`config.mk`:
```
export PLATFORM = sky130hd
export DESIGN_NAME = aes_inv_cipher_ctrl
export DESIGN_NICKNAME = d
export VERILOG_FILES = /design/src/rtl/aes_ctrl_pkg.sv /design/src/rtl/aes_inv_cipher_ctrl.sv
export SDC_FILE = /design/constraint.sdc
export NUM_CORES = 1
export LEC_CHECK = 0
export CAP_MARGIN = 20
export CORE_MARGIN = 2
export CORE_UTILIZATION = 30
export DETAILED_ROUTE_END_ITERATION = 12
export PLACE_DENSITY = 0.56
export SLEW_MARGIN = 20
export SYNTH_ARGS = -nofsm -noshare
export SYNTH_HDL_FRONTEND = slang
export SYNTH_SLANG_ARGS = --single-unit
```
`constraint.sdc`:
```
create_clock -name clk -period 2.9 [get_ports clk]
set_clock_uncertainty 0.05 [all_clocks]
set_input_delay 0.58 -clock clk [delete_from_list [all_inputs] [get_ports clk]]
set_output_delay 0.58 -clock clk [all_outputs]
set_load 0.02 [all_outputs]
```
`src/rtl/aes_ctrl_pkg.sv`:
```
// Shared encodings for the AES-128 inverse-cipher sequencer: datapath op codes, FSM states
// and the registered control-output bundle.
package aes_ctrl_pkg;

    localparam int AES_NR = 10;

    typedef enum logic [2:0] {
        OP_NONE     = 3'd0,
        OP_LOAD     = 3'd1,
        OP_ADDKEY   = 3'd2,
        OP_INVSHIFT = 3'd3,
        OP_INVSUB   = 3'd4,
        OP_INVMIX   = 3'd5
    } op_e;

    typedef enum logic [3:0] {
        ST_IDLE    = 4'd0,
        ST_LOAD    = 4'd1,
        ST_KEYEXP  = 4'd2,
        ST_ADDINIT = 4'd3,
        ST_ISHIFT  = 4'd4,
        ST_ISUB    = 4'd5,
        ST_ADDKEY  = 4'd6,
        ST_IMIX    = 4'd7,
        ST_DONE    = 4'd8
    } state_e;

    typedef struct packed {
        logic       done;
        logic       busy;
        logic       keyexp_go;
        op_e        op_sel;
        logic       state_we;
        logic [3:0] rk_idx;
        logic [1:0] mix_col;
    } ctrl_out_t;

endpackage

```
`src/rtl/aes_inv_cipher_ctrl.sv`:
```
// AES-128 inverse-cipher sequencer; done rises 1+K+1+9*(6+S)+(2+S) cycles after the sampled start edge.
// No backpressure: start is a level qualified on its rising edge, and is ignored while busy.
module aes_inv_cipher_ctrl
    import aes_ctrl_pkg::*;
#(
    parameter int KEYEXP_CYCLES = 10,
    parameter int SUB_CYCLES    = 1
) (
    input  logic       clk,
    input  logic       reset_n,
    input  logic       start,
    output logic       done,
    output logic       busy,
    output logic       keyexp_go,
    output logic [2:0] op_sel,
    output logic       state_we,
    output logic [3:0] rk_idx,
    output logic [1:0] mix_col
);

    localparam logic [3:0] KEYEXP_LAST = 4'(KEYEXP_CYCLES - 1);
    localparam logic [3:0] SUB_LAST    = 4'(SUB_CYCLES - 1);
    localparam logic [3:0] NR          = 4'(AES_NR);

    state_e    state, state_nxt;
    logic [3:0] cnt, cnt_nxt;
    logic [3:0] rnd, rnd_nxt;
    logic       start_d;
    logic       start_rise;
    logic       dwell_end;
    ctrl_out_t  out_q, out_nxt;

    assign start_rise = start & ~start_d;
    assign dwell_end  = (cnt == 4'd0);

    always_ff @(posedge clk or negedge reset_n) begin
        if (!reset_n) begin
            state   <= ST_IDLE;
            cnt     <= '0;
            rnd     <= '0;
            start_d <= 1'b0;
            out_q   <= '0;
        end else begin
            state   <= state_nxt;
            cnt     <= cnt_nxt;
            rnd     <= rnd_nxt;
            start_d <= start;
            out_q   <= out_nxt;
        end
    end

    // One down-counter is reloaded on every state entry and times the multi-cycle dwells.
    always_comb begin
        state_nxt = state;
        case (state)
            ST_IDLE:    if (start_rise) state_nxt = ST_LOAD;
            ST_LOAD:    state_nxt = ST_KEYEXP;
            ST_KEYEXP:  if (dwell_end) state_nxt = ST_ADDINIT;
            ST_ADDINIT: state_nxt = ST_ISHIFT;
            ST_ISHIFT:  state_nxt = ST_ISUB;
            ST_ISUB:    if (dwell_end) state_nxt = ST_ADDKEY;
            ST_ADDKEY:  state_nxt = (rnd < NR) ? ST_IMIX : ST_DONE;
            ST_IMIX:    if (dwell_end) state_nxt = ST_ISHIFT;
            ST_DONE:    if (!start) state_nxt = ST_IDLE;
            default:    state_nxt = ST_IDLE;
        endcase

        cnt_nxt = (cnt != 4'd0) ? cnt - 4'd1 : cnt;
        if (state_nxt != state) begin
            case (state_nxt)
                ST_KEYEXP: cnt_nxt = KEYEXP_LAST;
                ST_ISUB:   cnt_nxt = SUB_LAST;
                ST_IMIX:   cnt_nxt = 4'd3;
                default:   cnt_nxt = 4'd0;
            endcase
        end

        rnd_nxt = rnd;
        if (state_nxt == ST_ADDINIT)
            rnd_nxt = 4'd1;
        else if (state == ST_IMIX && state_nxt == ST_ISHIFT)
            rnd_nxt = rnd + 4'd1;
    end

    // Outputs are decoded from the next state so they register alongside it.
    always_comb begin
        out_nxt        = '0;
        out_nxt.rk_idx = out_q.rk_idx;
        out_nxt.busy   = !(state_nxt inside {ST_IDLE, ST_DONE});
        case (state_nxt)
            ST_LOAD: begin
                out_nxt.op_sel    = OP_LOAD;
                out_nxt.state_we  = 1'b1;
                out_nxt.keyexp_go = 1'b1;
            end
            ST_ADDINIT: begin
                out_nxt.op_sel   = OP_ADDKEY;
                out_nxt.rk_idx   = NR;
                out_nxt.state_we = 1'b1;
            end
            ST_ISHIFT: begin
                out_nxt.op_sel   = OP_INVSHIFT;
                out_nxt.state_we = 1'b1;
            end
            ST_ISUB: begin
                out_nxt.op_sel   = OP_INVSUB;
                out_nxt.state_we = (cnt_nxt == 4'd0);
            end
            ST_ADDKEY: begin
                out_nxt.op_sel   = OP_ADDKEY;
                out_nxt.rk_idx   = NR - rnd_nxt;
                out_nxt.state_we = 1'b1;
            end
            ST_IMIX: begin
                out_nxt.op_sel   = OP_INVMIX;
                out_nxt.state_we = 1'b1;
                out_nxt.mix_col  = 2'd3 - cnt_nxt[1:0];
            end
            ST_DONE: out_nxt.done = 1'b1;
            default: ;
        endcase
    end

    assign done      = out_q.done;
    assign busy      = out_q.busy;
    assign keyexp_go = out_q.keyexp_go;
    assign op_sel    = out_q.op_sel;
    assign state_we  = out_q.state_we;
    assign rk_idx    = out_q.rk_idx;
    assign mix_col   = out_q.mix_col;

endmodule

```
==> After elaboration in Yosys (flattened, before gate mapping) <==
Index checks and enable logic that the tools add are counted.
{ "classes": {"add_sub_neg": 4, "order_cmp": 1, "eq_ne": 17, "n_mux": 17, "n_bitwise": 2, "reduce_logical": 10} }
{ "op_table": {"columns": ["operator", "n"], "rows": [
  ["$mux 4", 10],
  ["$pmux 4 s9", 1],
  ["$eq 4x3->1 const B", 8],
  ["$pmux 4 s5", 1],
  ["$eq 4x2->1 const B", 4],
  ["$logic_not 4->1", 4],
  ["$pmux 4 s2", 2],
  ["$eq 4x1->1 const B", 2],
  ["$eq 4x4->1 const B", 2],
  ["$add 4x1->4 const B", 1],
  ["$lt 4x4->1 const B", 1],
  ["$ne 4x4->1", 1],
  ["$reduce_bool 2->1", 2],
  ["$reduce_bool 4->1", 1],
  ["$sub 4x1->4 const B", 1],
  ["$sub 4x4->4 const A", 1],
  ["$mux 1", 2],
  ["$mux 2", 1],
  ["$reduce_or 2->1", 1],
  ["$sub 2x2->2 const A", 1],
  ["$and 1x1->1", 1],
  ["$logic_and 1x1->1", 1],
  ["$logic_not 1->1", 1],
  ["$not 1->1", 1]
]} }
{ "word_totals": {"regBits": 26, "inputBits": 3, "out_inout_bits": 13, "wordCells": 62} }

==> Depth between registers and ports, before layout <==
{ "logic_depth": {"word_depth": 10, "depth_mapped": 10, "mapped_depth_nobuf": 9} }

==> Worst setup path before layout <==
No wires, ideal clock.
{ "synth_path": {"path_type": "register to register", "start": "register cnt[0]", "end": "register out_q (netlist bit rk_idx[3])", "setup_ns": 0.123, "arrival_ns": 2.147, "t_required_ns": 2.727, "path_slack_ns": 0.580, "path_stages_with_launch": 9, "n_path_buf": 1, "period_less_slack_ns": 2.320, "cell_sequence": "dfrtp_1 -> inv_1 -> ha_1 -> or3b_1 -> buf_2 -> or4_1 -> o211a_1 -> and3_1 -> o221a_1"} }
{ "synth_between": {"elab_chain_len": 9, "elab_cells_between_ends": 14, "cone_classes": "add/sub (1); eq/ne (3); mux (7); reduce/logical (3)"} }
{ "synth_lines": {"columns": ["element", "line", "rtl"], "rows": [
  ["from (decl)", "aes_inv_cipher_ctrl.sv:26", "logic [3:0] cnt, cnt_nxt;"],
  ["from (signal assigned)", "aes_inv_cipher_ctrl.sv:45", "cnt <= cnt_nxt;"],
  ["$logic_not 4->1 (*)", "aes_inv_cipher_ctrl.sv:34", "assign dwell_end = (cnt == 4'd0);"],
  ["$mux 4 (on tied branches)", "aes_inv_cipher_ctrl.sv:63, aes_inv_cipher_ctrl.sv:61, aes_inv_cipher_ctrl.sv:58", null],
  ["$pmux 4 s9 (*)", "aes_inv_cipher_ctrl.sv:55", "case (state)"],
  ["$eq 4x3->1", "aes_inv_cipher_ctrl.sv:81", "else if (state == ST_IMIX && state_nxt == ST_ISHIFT)"],
  ["$logic_and 1x1->1", "aes_inv_cipher_ctrl.sv:81", null],
  ["$mux 4", "aes_inv_cipher_ctrl.sv:81", null],
  ["$mux 4", "aes_inv_cipher_ctrl.sv:79", "if (state_nxt == ST_ADDINIT)"],
  ["$sub 4x4->4", "aes_inv_cipher_ctrl.sv:111", "out_nxt.rk_idx = NR - rnd_nxt;"],
  ["$pmux 4 s2", "aes_inv_cipher_ctrl.sv:90", "case (state_nxt)"],
  ["to (signal assigned)", "aes_inv_cipher_ctrl.sv:48", "out_q <= out_nxt;"],
  ["to (decl)", "aes_inv_cipher_ctrl.sv:31", "ctrl_out_t out_q, out_nxt;"]
]} }
Mark *: on every way between the ends. The rest lies on a longest branch, timed or not.
A chain may end at the register's enable or synchronous reset.

==> Final worst setup path <==
Same ends and word-level chain as after synthesis.

==> impl_metrics.env <==
export IMPL_crit_path_max_fanout=9
export IMPL_synthArstFlopShare=1.000
export IMPL_clk_latency_ps=280
export IMPL_vias=1306
export IMPL_worstHoldPathType="reg -> reg"
export IMPL_syn_inst=161
export IMPL_drv_slew=0
export IMPL_grt_use_total=0.1447
export IMPL_die_h_um=74.83
export IMPL_postSynthAreaPerCell_sq_um=9.349
export IMPL_dp_cells=236
export IMPL_grt_max_degree=27
export IMPL_synth_top_cell_by_area="dfrtp_1"
export IMPL_syn_num_nets=167
export IMPL_crit_required_ps=3020
export IMPL_period_needed_ps=2516
export IMPL_initial_core_util=0.3145
export IMPL_synth_most_common_cell="dfrtp_1"
export IMPL_syn_to_final_growth_pct=18.70
export IMPL_min_period_over_period=0.8677
export IMPL_drv_cap=0
export IMPL_antenna_found_initial=0
export IMPL_synth_distinct_cells=50
export IMPL_synth_compound_area_share=0.2278
export IMPL_synth_xor_area_frac=0.02328
export IMPL_ys_flop_type="dfrtp_1"
export IMPL_fmax_ghz=0.3974
export IMPL_h_tree_depth=1
export IMPL_synth_edf_count=0
export IMPL_synth_warnings=0
export IMPL_peakVddDrop_v=0.0001347
export IMPL_port_buffers=15
export IMPL_powerDensity_nw_per_um2=343.6
export IMPL_avgRoutedWirePerCell_um=15.19
export IMPL_synthTopCellsByArea="dfrtp_1 43%, a21oi_1 4.0%, nor2_1 2.7%"
export IMPL_synth_seq_cells=26
export IMPL_synth_simple_area_share=0.2219
export IMPL_placementRows=25
export IMPL_nets=180
export IMPL_numCtsBuffers=3
export IMPL_postCtsHoldBufs=0
export IMPL_drtPass1Iterations=4
export IMPL_synth_top_family_by_area="compound AO/OA/AOI/OAI gates"
export IMPL_grt_pass1_wl_um=6078
export IMPL_synth_fa_ha_area_frac=0.02494
export IMPL_drcViolationCount=0
export IMPL_drtAntennaViolNets=0
export IMPL_setup_viol=0
export IMPL_grt_setup_unrepaired="false"
export IMPL_worst_slew_pin_slew_ps=515.9
export IMPL_critPathLaunchType="flop"
export IMPL_totalWireLength_um=3646
export IMPL_fin_util=0.3733
export IMPL_synth_commonest_cells="26 x dfrtp_1, 12 x a21oi_1, 11 x nor2_1, 9 x nand2_1, 8 x clkbuf_1"
export IMPL_die_width_um=74.83
export IMPL_crit_path_end_kind="flop"
export IMPL_overflow=0
export IMPL_cts_tree="done"
export IMPL_total_power_mw=0.6139
export IMPL_grt_pass1_vias=1256
export IMPL_drt_iter0_markers=55
export IMPL_core_sq_um=4786
export IMPL_yosysSeqAreaShare=0.4323
export IMPL_ctsRootBufferMaster="clkbuf_8"
export IMPL_synth_top_cell_area_share=0.4323
export IMPL_ioPinCount=16
export IMPL_critPathArrivalTime_ps=2640
export IMPL_netlist_area_sq_um=1505
export IMPL_timing_worst_setup_path_type="reg -> reg"
export IMPL_viasPerCell=5.442
export IMPL_outcome="finished, final reports clean"
export IMPL_path_clk_slew_ps=90
export IMPL_dp_hpwl_um=2633
export IMPL_drive_gt1_frac=0.06936
export IMPL_slew_headroom=0.6554
export IMPL_diodes=0
export IMPL_finalHoldViolations=0
export IMPL_die_area_sq_um=5600
export IMPL_cts_max_path_buffers=2
export IMPL_setup_tns_ps=0
export IMPL_cts_repair_resized=0
export IMPL_cts_sinks=26
export IMPL_stdcell_count=240
export IMPL_gp_congestion=0.8481
export IMPL_finalHoldWorstSlack_ps=511.6
export IMPL_final_fill_count=472
export IMPL_synthMuxAreaShare=0.01995
export IMPL_p_leak_nw=0.7433
export IMPL_post_cts_setup_buffers=0
layer usage:
metal	wire, um	GRT usage
met1	1718	0.2064
met5	0	0
met3	141	0.01740
met2	1713	0.2164
met4	73	0.07341
power breakdown:
part | leakage, nW | switching, mW | internal, mW
registers | 0.323 | 0.000174 | 0.363
logic | 0.392 | 0.00792 | 0.00355
clock network | 0.0288 | 0.118 | 0.122
total | 0.743 | 0.126 | 0.488
cell type report:
cell class / count / area [sq um] / area share
clock buffers: 4 / 55.05 / 0.03081
inverters: 6 / 22.52 / 0.01261
multi-input cells: 116 / 779.5 / 0.4363
flip-flops and latches: 26 / 650.6 / 0.3641
well taps: 67 / 83.83 / 0.04692
repair buffers: 21 / 195.2 / 0.1092
flip-flops by register name, summed over array words and instances, names as in the netlist, 2 cells and up:
| signal | cells |
|---|---|
| cnt | 4 |
| mix_col | 2 |
| op_sel | 3 |
| rk_idx | 4 |
| rnd | 4 |
| state | 4 |
final timing paths:
kind                                       startpoint               endpoint  slack, ps  cells after the start
worst max-delay path                 cnt[0]$_DFF_PN0_  rk_idx[3]$_DFFE_PN0N_        380                      7
worst min-delay path            rk_idx[1]$_DFFE_PN0N_  rk_idx[1]$_DFFE_PN0N_        510                      1
worst max register to register       cnt[0]$_DFF_PN0_  rk_idx[3]$_DFFE_PN0N_        380                      7
worst min register to register  rk_idx[1]$_DFFE_PN0N_  rk_idx[1]$_DFFE_PN0N_        510                      1
max in group asynchronous                     reset_n       cnt[3]$_DFF_PN0_       1940                      2
min in group asynchronous                     reset_n       rnd[2]$_DFF_PN0_        610                      2
cell families after synthesis:
logic type,after synthesis
and+or+nand+nor,58
AOI/OAI and AO/OA,48
DFF,26
buffers and inverters,19
xor gates and xnor gates,4
muxes,3
adders and majority gates,3
critical path, stage by stage, from the launching register on:
cell and delay [ps]:
dfrtp_1 400, inv_1 130, ha_1 260, or3b_1 510, or4_1 540, o211a_1 120, and3_1 180, o221a_1 220
cell usage in the layout (no fill, tap or decap), types with 3 or more instances in the layout:
master / Yosys / layout
inv_1: 6 / 6
mux2i_1: 3 / 3
o211ai_1: 4 / 4
nor2b_1: 6 / 6
ha_1: 3 / 3
clkdlybuf4s50_1: 0 / 15
nor2_1: 11 / 11
o21ai_0: 6 / 6
buf_4: 0 / 6
a21oi_1: 12 / 12
a31oi_1: 4 / 4
nand3_1: 6 / 6
nand4_1: 3 / 3
nand2_1: 9 / 9
clkbuf_8: 0 / 4
dfrtp_1: 26 / 26
nand2b_1: 4 / 4
o2111ai_1: 3 / 3
metrics by stage:
stage               worst slack, ps  area (sq um)
global placement              449.7          1732
finish                        383.6          1787
floorplan                     580.5          1505
global route                  229.8          1787
detailed placement            413.4          1732
CTS                           382.6          1787
Note: power is estimated with default switching activity, not from simulation.
